## config.mk

```make
export PLATFORM = sky130hd
export DESIGN_NAME = adsr_envelope
export DESIGN_NICKNAME = d
export VERILOG_FILES = /design/src/rtl/adsr_envelope.sv
export SDC_FILE = /design/constraint.sdc
export NUM_CORES = 1
export LEC_CHECK = 0
export CAP_MARGIN = 5
export CORE_MARGIN = 2
export CORE_UTILIZATION = 45
export CTS_BUF_LIST = sky130_fd_sc_hd__clkbuf_16
export CTS_CLUSTER_SIZE = 25
export DETAILED_ROUTE_END_ITERATION = 12
export PLACE_DENSITY = 0.73
export SYNTH_ARGS = -nofsm -noshare
export SYNTH_HDL_FRONTEND = slang
export SYNTH_SLANG_ARGS = --single-unit
export TNS_END_PERCENT = 50
```

## constraint.sdc

```tcl
create_clock -name clk -period 6.4 [get_ports clk]
set_input_delay 1.92 -clock clk [delete_from_list [all_inputs] [get_ports clk]]
set_output_delay 1.92 -clock clk [all_outputs]
set_load 0.05 [all_outputs]
```

## src/rtl/adsr_envelope.sv

```systemverilog
`default_nettype none
// ============================================================================
// Module      : adsr_envelope
// Description : Single-voice ADSR envelope stepped by a synchronised 100 Hz
//               tick, gated by a synchronised note trigger.
// Revision    : 1.0 - initial release
// ============================================================================
module adsr_envelope #(
    parameter int LEVEL_W = 12,
    parameter int RATE_W  = 8
) (
    input  logic               clk,
    input  logic               reset,
    input  logic               clk100hz,
    input  logic               trigger,
    input  logic [RATE_W-1:0]  attack_rate,
    input  logic [RATE_W-1:0]  decay_rate,
    input  logic [LEVEL_W-1:0] sustain_level,
    input  logic [RATE_W-1:0]  release_rate,
    output logic [LEVEL_W-1:0] envelope,
    output logic [2:0]         state,
    output logic               active,
    output logic               note_done
);

    localparam logic [LEVEL_W-1:0] MAX_LEVEL = '1;

    typedef enum logic [2:0] {
        S_IDLE    = 3'd0,
        S_ATTACK  = 3'd1,
        S_DECAY   = 3'd2,
        S_SUSTAIN = 3'd3,
        S_RELEASE = 3'd4
    } state_t;

    state_t             r_state;
    logic [LEVEL_W-1:0] r_env;
    logic               r_active;
    logic               r_note_done;
    logic [2:0]         r_tick_sync;
    logic [2:0]         r_gate_sync;

    // Bits [1:0] are the synchroniser, bit [2] the edge-detect history.
    logic w_tick, w_gate_rise, w_gate_fall;
    assign w_tick      =  r_tick_sync[1] & ~r_tick_sync[2];
    assign w_gate_rise =  r_gate_sync[1] & ~r_gate_sync[2];
    assign w_gate_fall = ~r_gate_sync[1] &  r_gate_sync[2];

    logic [LEVEL_W:0]   w_env_x, w_sus_x, w_att_x, w_dec_x, w_rel_x, w_att_sum;
    logic [LEVEL_W-1:0] w_dec_diff, w_rel_diff;
    logic               w_att_sat, w_dec_clamp, w_rel_zero;

    assign w_env_x    = {1'b0, r_env};
    assign w_sus_x    = {1'b0, sustain_level};
    assign w_att_x    = {{(LEVEL_W+1-RATE_W){1'b0}}, attack_rate};
    assign w_dec_x    = {{(LEVEL_W+1-RATE_W){1'b0}}, decay_rate};
    assign w_rel_x    = {{(LEVEL_W+1-RATE_W){1'b0}}, release_rate};
    assign w_att_sum  = w_env_x + w_att_x;
    assign w_att_sat  = (attack_rate == '0) || (w_att_sum >= {1'b0, MAX_LEVEL});
    // Covers both overshoot past sustain and a sustain raised above the level.
    assign w_dec_clamp = (decay_rate == '0) || (w_env_x <= (w_sus_x + w_dec_x));
    assign w_rel_zero  = (release_rate == '0) || (w_env_x <= w_rel_x);
    assign w_dec_diff = r_env - {{(LEVEL_W-RATE_W){1'b0}}, decay_rate};
    assign w_rel_diff = r_env - {{(LEVEL_W-RATE_W){1'b0}}, release_rate};

    always_ff @(posedge clk or negedge reset) begin
        if (!reset) begin
            r_state     <= S_IDLE;
            r_env       <= '0;
            r_active    <= 1'b0;
            r_note_done <= 1'b0;
            r_tick_sync <= '0;
            r_gate_sync <= '0;
        end else begin
            r_tick_sync <= {r_tick_sync[1:0], clk100hz};
            r_gate_sync <= {r_gate_sync[1:0], trigger};
            r_note_done <= 1'b0;
            // Gate edges take priority; a coincident tick is dropped.
            if (w_gate_rise) begin
                r_state  <= S_ATTACK;
                r_active <= 1'b1;
            end else if (w_gate_fall && (r_state == S_ATTACK || r_state == S_DECAY ||
                                         r_state == S_SUSTAIN)) begin
                r_state  <= S_RELEASE;
                r_active <= 1'b1;
            end else if (w_tick) begin
                case (r_state)
                    S_IDLE: r_env <= '0;
                    S_ATTACK: begin
                        if (w_att_sat) begin
                            r_env   <= MAX_LEVEL;
                            r_state <= S_DECAY;
                        end else begin
                            r_env <= w_att_sum[LEVEL_W-1:0];
                        end
                    end
                    S_DECAY: begin
                        if (w_dec_clamp) begin
                            r_env   <= sustain_level;
                            r_state <= S_SUSTAIN;
                        end else begin
                            r_env <= w_dec_diff;
                        end
                    end
                    S_SUSTAIN: r_env <= sustain_level;
                    S_RELEASE: begin
                        if (w_rel_zero) begin
                            r_env       <= '0;
                            r_state     <= S_IDLE;
                            r_active    <= 1'b0;
                            r_note_done <= 1'b1;
                        end else begin
                            r_env <= w_rel_diff;
                        end
                    end
                    default: begin
                        r_env    <= '0;
                        r_state  <= S_IDLE;
                        r_active <= 1'b0;
                    end
                endcase
            end
        end
    end

    assign envelope  = r_env;
    assign state     = r_state;
    assign active    = r_active;
    assign note_done = r_note_done;

endmodule
`default_nettype wire

```

After elaboration in Yosys (flattened, before gate mapping). Index checks and enable logic that the tools add are counted.

Bits of input ports: 40. Register bits: 23. Output and inout bits: 17. Word-level logic and storage cells: 67.

Mux-type cells: 21. Eq/ne operators: 9. Bitwise gates (word level): 8. Order comparisons: 3. Reduce and logical (&&, ||, !) cells: 16. $add $sub $neg: 4.

Operators by type and width (number): 12-bit one-hot mux with 4 select lines (1); 12-bit 2-to-1 mux (3); 12-bit by 8-bit adder with 13-bit output (2); 8-bit logical NOT (3); 12-bit by 8-bit subtractor with 12-bit output (2); 3-bit 2-to-1 mux (6); 13-bit by 12-bit >= comparator with 1-bit output, second input constant (1); 12-bit by 13-bit <= comparator with 1-bit output (1); 12-bit by 8-bit <= comparator with 1-bit output (1); 3-bit one-hot mux with 4 select lines (1); 1-bit 2-to-1 mux (9); 4-bit by 3-bit inequality test with 1-bit output, second input constant (2); 3-bit by 2-bit equality test with 1-bit output, second input constant (2); 3-bit by 1-bit inequality test with 1-bit output, second input constant (2); 3-bit AND reduction (2); 1-bit logical OR (5); 1-bit inverter (5); 5-bit AND reduction (1); 4-bit inequality test, second input constant (1); 4-bit OR reduction (1); 1-bit bitwise AND (3); 3-bit by 1-bit equality test with 1-bit output, second input constant (1); 3-bit equality test, second input constant (1); 3-bit logical NOT (1); 4 further kinds (4).

Logic depth before layout (Yosys ltp).
Word-level depth: 8. Gate-level depth with buffers: 19. Depth with buffers taken out: 18.

Worst setup path before layout. Ideal clock, no wire load.

Path type: input-to-reg. Start point: input port decay_rate[1]. End point: register r_env[1] (netlist: envelope[1]). Data arrival time: 4968 ps. Path slack: 1308 ps. Setup time: 124 ps. Stages: 18. Buffers on the path: 1. Data required time: 6276 ps. Cell sequence: ha_1 > a21o_1 > a21oi_1 > o21bai_1 > a21oi_1 > nor2b_1 > o2111ai_1 > nand2_1 > xnor2_1 > ha_1 > a2111oi_0 > o21ai_0 > o211ai_2 > buf_2 > mux2i_1 > a222oi_1 > nor2_1 > a211o_1.

Word-level cells in the longest chain between the ends: 5. Elaborated cells on any way between the ends: 7. Classes of those cells: add/sub (2); order compare (1); mux (2); reduce/logical (2).

RTL lines: start: declaration (line 17) `input logic [RATE_W-1:0] decay_rate,`; 12-bit by 8-bit adder with 13-bit output (line 61) `assign w_dec_clamp = (decay_rate == '0) || (w_env_x <= (w_sus_x + w_dec_x));`; 12-bit by 13-bit <= comparator with 1-bit output (line 61); 1-bit logical OR (line 61); 12-bit 2-to-1 mux (*) (line 98) `if (w_dec_clamp) begin`; 12-bit one-hot mux with 4 select lines (*) (line 87) `case (r_state)`; end signal: assignment (line 94) `r_env <= w_att_sum[LEVEL_W-1:0];`; end signal: assignment (line 99) `r_env <= sustain_level;`; end signal: assignment (line 102) `r_env <= w_dec_diff;`; end: declaration (line 37) `logic [LEVEL_W-1:0] r_env;`.

Mark *: on every way between the ends. The rest lies on a longest branch, timed or not. A chain may end at the register's enable or synchronous reset.

Final worst setup path.
Start point: input port sustain_level[0]. End point: register r_state[0] (netlist: state[0]).

Word-level cells in the longest chain between the ends: 5.

RTL lines: start: declaration (line 18) `input logic [LEVEL_W-1:0] sustain_level,`; 12-bit by 8-bit adder with 13-bit output (line 61); 12-bit by 13-bit <= comparator with 1-bit output (line 61); 1-bit logical OR (line 61); 4-bit by 3-bit inequality test with 1-bit output (no line); 5-bit AND reduction (no line); end signal: assignment (line 68) `r_state <= S_IDLE;`; end signal: assignment (line 80) `r_state <= S_ATTACK;`; end signal: assignment (line 84) `r_state <= S_RELEASE;`; end: declaration (line 36) `state_t r_state;`.

No other way between the ends.

==> results.toml <==
[worst_setup_path]
crit_fanout = 11
cp.depth = 18
regToRegStartpoint = "envelope[0]$_DFFE_PN0P_"
r2r_end = "envelope[8]$_DFFE_PN0P_"
cp_cell_sequence = "clkdlybuf4s50_1 > ha_1 > inv_1 > fa_1 > nor2b_1 > o31a_1 > o21ai_0 > nor2_1 > xnor2_1 > ha_1 > a2111oi_0 > o21ai_0 > o211ai_2 > buf_4 > nand2_1 > maj3_1 > o21ai_1 > o41a_1"
cp.buffers_inverters = 3
critPathSlowestCell = "clkdlybuf4s50_1"
ff2ff_path_depth = 11
cp-end-kind = "flip-flop"
cp.required_ps = 6600
cp_top_family = "compound AO/OA/AOI/OAI gates"
cp.arrival_ps = 5960
cp-start-kind = "input port"
r2r_slack_ps = 3070
cpPeakStageDelay_ps = 550
worstSetupPathType = "in -> reg"

[timing]
tightest_slew_ps = 1070
setup_viol = 0
rsz0062_at_grt = "no"
max_slew_margin_pct = 28.5
fin_crit_sh_pct = 90.0
period_minus_slack_ps = 5760
maxSlewViolCount = 0
final-hold-violation-count = 0
max_freq_ghz = 0.174
fin_skew_ps = 6.45
finalSetupTns_ps = 0

[route]
drt_first_iter_violations = 279
drt-wirelength-per-cell_um = 16.9
ant_nets = 0
drc = 0
firstDrtPassIters = 5
routed-via-count = 3459
drt-total-wl_um = 9860
viasPerCell = 5.94

[grt]
gr-usage-all-layers_pct = 24.3
antenna_found_initial = 0
grt_max_degree = 24
overflow = 0
grt_pass1_wl_um = 16700
grt_pass1_vias = 3450

[min_path]
worstHoldEndpoint = "r_tick_sync[1]$_DFF_PN0_"
hold-path-cell-count = 0
hold_class = "reg -> reg"
min-delay-start = "r_tick_sync[0]$_DFF_PN0_"

[finish]
insertedDiodeCount = 0
area_growth_pct = 21.8
drive_gt1_share_pct = 5.38
final_core_utilization_pct = 56.7
nets = 572
multi_input_area_sq_um = 2640
fillCellCount = 711
seq_area_sq_um = 576

[clock_network]
htree_num_levels = 1
cts_root_buffer = "clkbuf_16"
tritoncts = "done"
postCtsSetupBuffers = 0
numClockSinks = 23
clk-insertion-delay-late_ps = 260
post_cts_hold_buffer_count = 0
cts_buffers = 3
path_clk_slew_ps = 70
cts_buffer_depth = 2
cts_resized = 0

[floorplanning]
core_area_sq_um = 7290
row_count = 31
die_w_um = 90.9
die_area_sq_um = 8260
dieHeight_um = 90.9
io_pins = 57
initial_core_util_pct = 46.6

[logic_synthesis]
synthDominantCellAreaShare_pct = 16.9
post_synth_num_cell_types = 60
syn_area_per_cell_sq_um = 7.88
synth_area_sq_um = 3400
synth_edf_count = 0
ys_ff_latch = 23
yosys.area.top_type = "dfrtp_1"
ys_seq_area_share_pct = 16.9
synth_fp_nets = 519
synthTopCellsByCount = "ha_1 (44), o21ai_0 (38), a21oi_1 (34), inv_1 (34), nor2_1 (33)"
synthFlopType = "dfrtp_1"
synthCells = 431
ys.warnings.count = 0
yosysMostFrequentCell = "ha_1"
async_flop_share_pct = 100
yosys-top-cells-area = "dfrtp_1 (17%), ha_1 (16%), xnor2_1 (5.9%)"

[power]
power_density_nw_per_um2 = 367
ir_drop_v = 0.000224
leakage_nw = 1.81
total_power_mw = 1.52

[placed_design]
dp_hpwl_um = 8070
gp_congestion = 0.932
port_buffers = 56

[job]
max_cap_viol_count = 0

[run_status]
status = "completed"
[flip-flops by register name (all words and copies together) (netlist names)]
| signal | count |
|---|---|
| note_done | 1 |
| envelope | 12 |
| active | 1 |
| r_tick_sync | 3 |
| r_gate_sync | 3 |
| state | 3 |
[power by group]
group          total, mW  switching, mW  internal [mW]
clock              0.140         0.0562         0.0842
combinational       1.09          0.631          0.463
sequential         0.285          0.101          0.184
[worst max-delay path by stage]
stage,end,slack (ps),startpoint
after CTS,state[0]$_DFFE_PN0P_,610,sustain_level[0]
after floorplan,envelope[1]$_DFFE_PN0P_,1310,decay_rate[1]
after global placement,state[0]$_DFFE_PN0P_,540,sustain_level[0]
after detailed placement,state[0]$_DFFE_PN0P_,340,sustain_level[0]
final,state[0]$_DFFE_PN0P_,640,sustain_level[0]
after global routing,envelope[0]$_DFFE_PN0P_,270,decay_rate[1]
[logic make-up (layout without fill, tap and decap cells)]
logic type	Yosys count	in the layout	synth area share, %
XOR/XNOR	36	36	9.29
flip-flops	23	23	16.9
multiplexers	2	2	0.590
buffers and inverters	46	98	5.38
AND/OR/NAND/NOR	134	134	20.7
adder cells (fa/ha/maj)	49	49	18.9
AO/OA/AOI/OAI	141	141	28.3
[cell type report]
cell class                 instances  share of cell area (%)
sequential                        23                    13.9
clock buffer                       3                    1.82
tap                               99                    3.00
multi-input combinational        362                    63.8
clock inverter                     1                   0.121
timing repair buffer              60                    14.3
inverter                          34                    3.09
[layout by cell type, fill, tap and decap left out, types with 9 or more instances in the layout]
| cell | instances |
|---|---|
| clkdlybuf4s50_1 | 56 |
| ha_1 | 44 |
| o21ai_0 | 38 |
| inv_1 | 34 |
| a21oi_1 | 34 |
| nor2_1 | 33 |
| nand2_1 | 27 |
| xnor2_1 | 23 |
| dfrtp_1 | 23 |
| xor2_1 | 13 |
| nand2b_1 | 12 |
| a21o_1 | 11 |
| nor2b_1 | 9 |
| nor3_1 | 9 |
[per-stage QoR]
stage / setup slack [ps] / instances / area (sq um) / hold slack [ps]
floorplan: 1310 / 431 / 3400 / 331
global placement: 543 / 578 / 4060 / 331
detailed placement: 345 / 578 / 4060 / 338
CTS: 611 / 582 / 4140 / 353
global route: 265 / 582 / 4140 / 353
finish: 637 / 582 / 4140 / 351
[worst reg2reg max path: cells and delay by family (launching register included)]
family,cells,cell delay (ps)
compound gates,7,1930
flops,1,450
fa+ha+maj,2,590
buf+inv,2,220
[layer usage]
layer	vias up	share of wire (%)	global-route usage, %
met3	10	5.5	2.25
met1	1620	45	32.3
met2	130	48	42.9
met5	-	0	0
met4	0	1.4	5.18
li1	1699	-	-
Power figures use the tool's default switching activity.
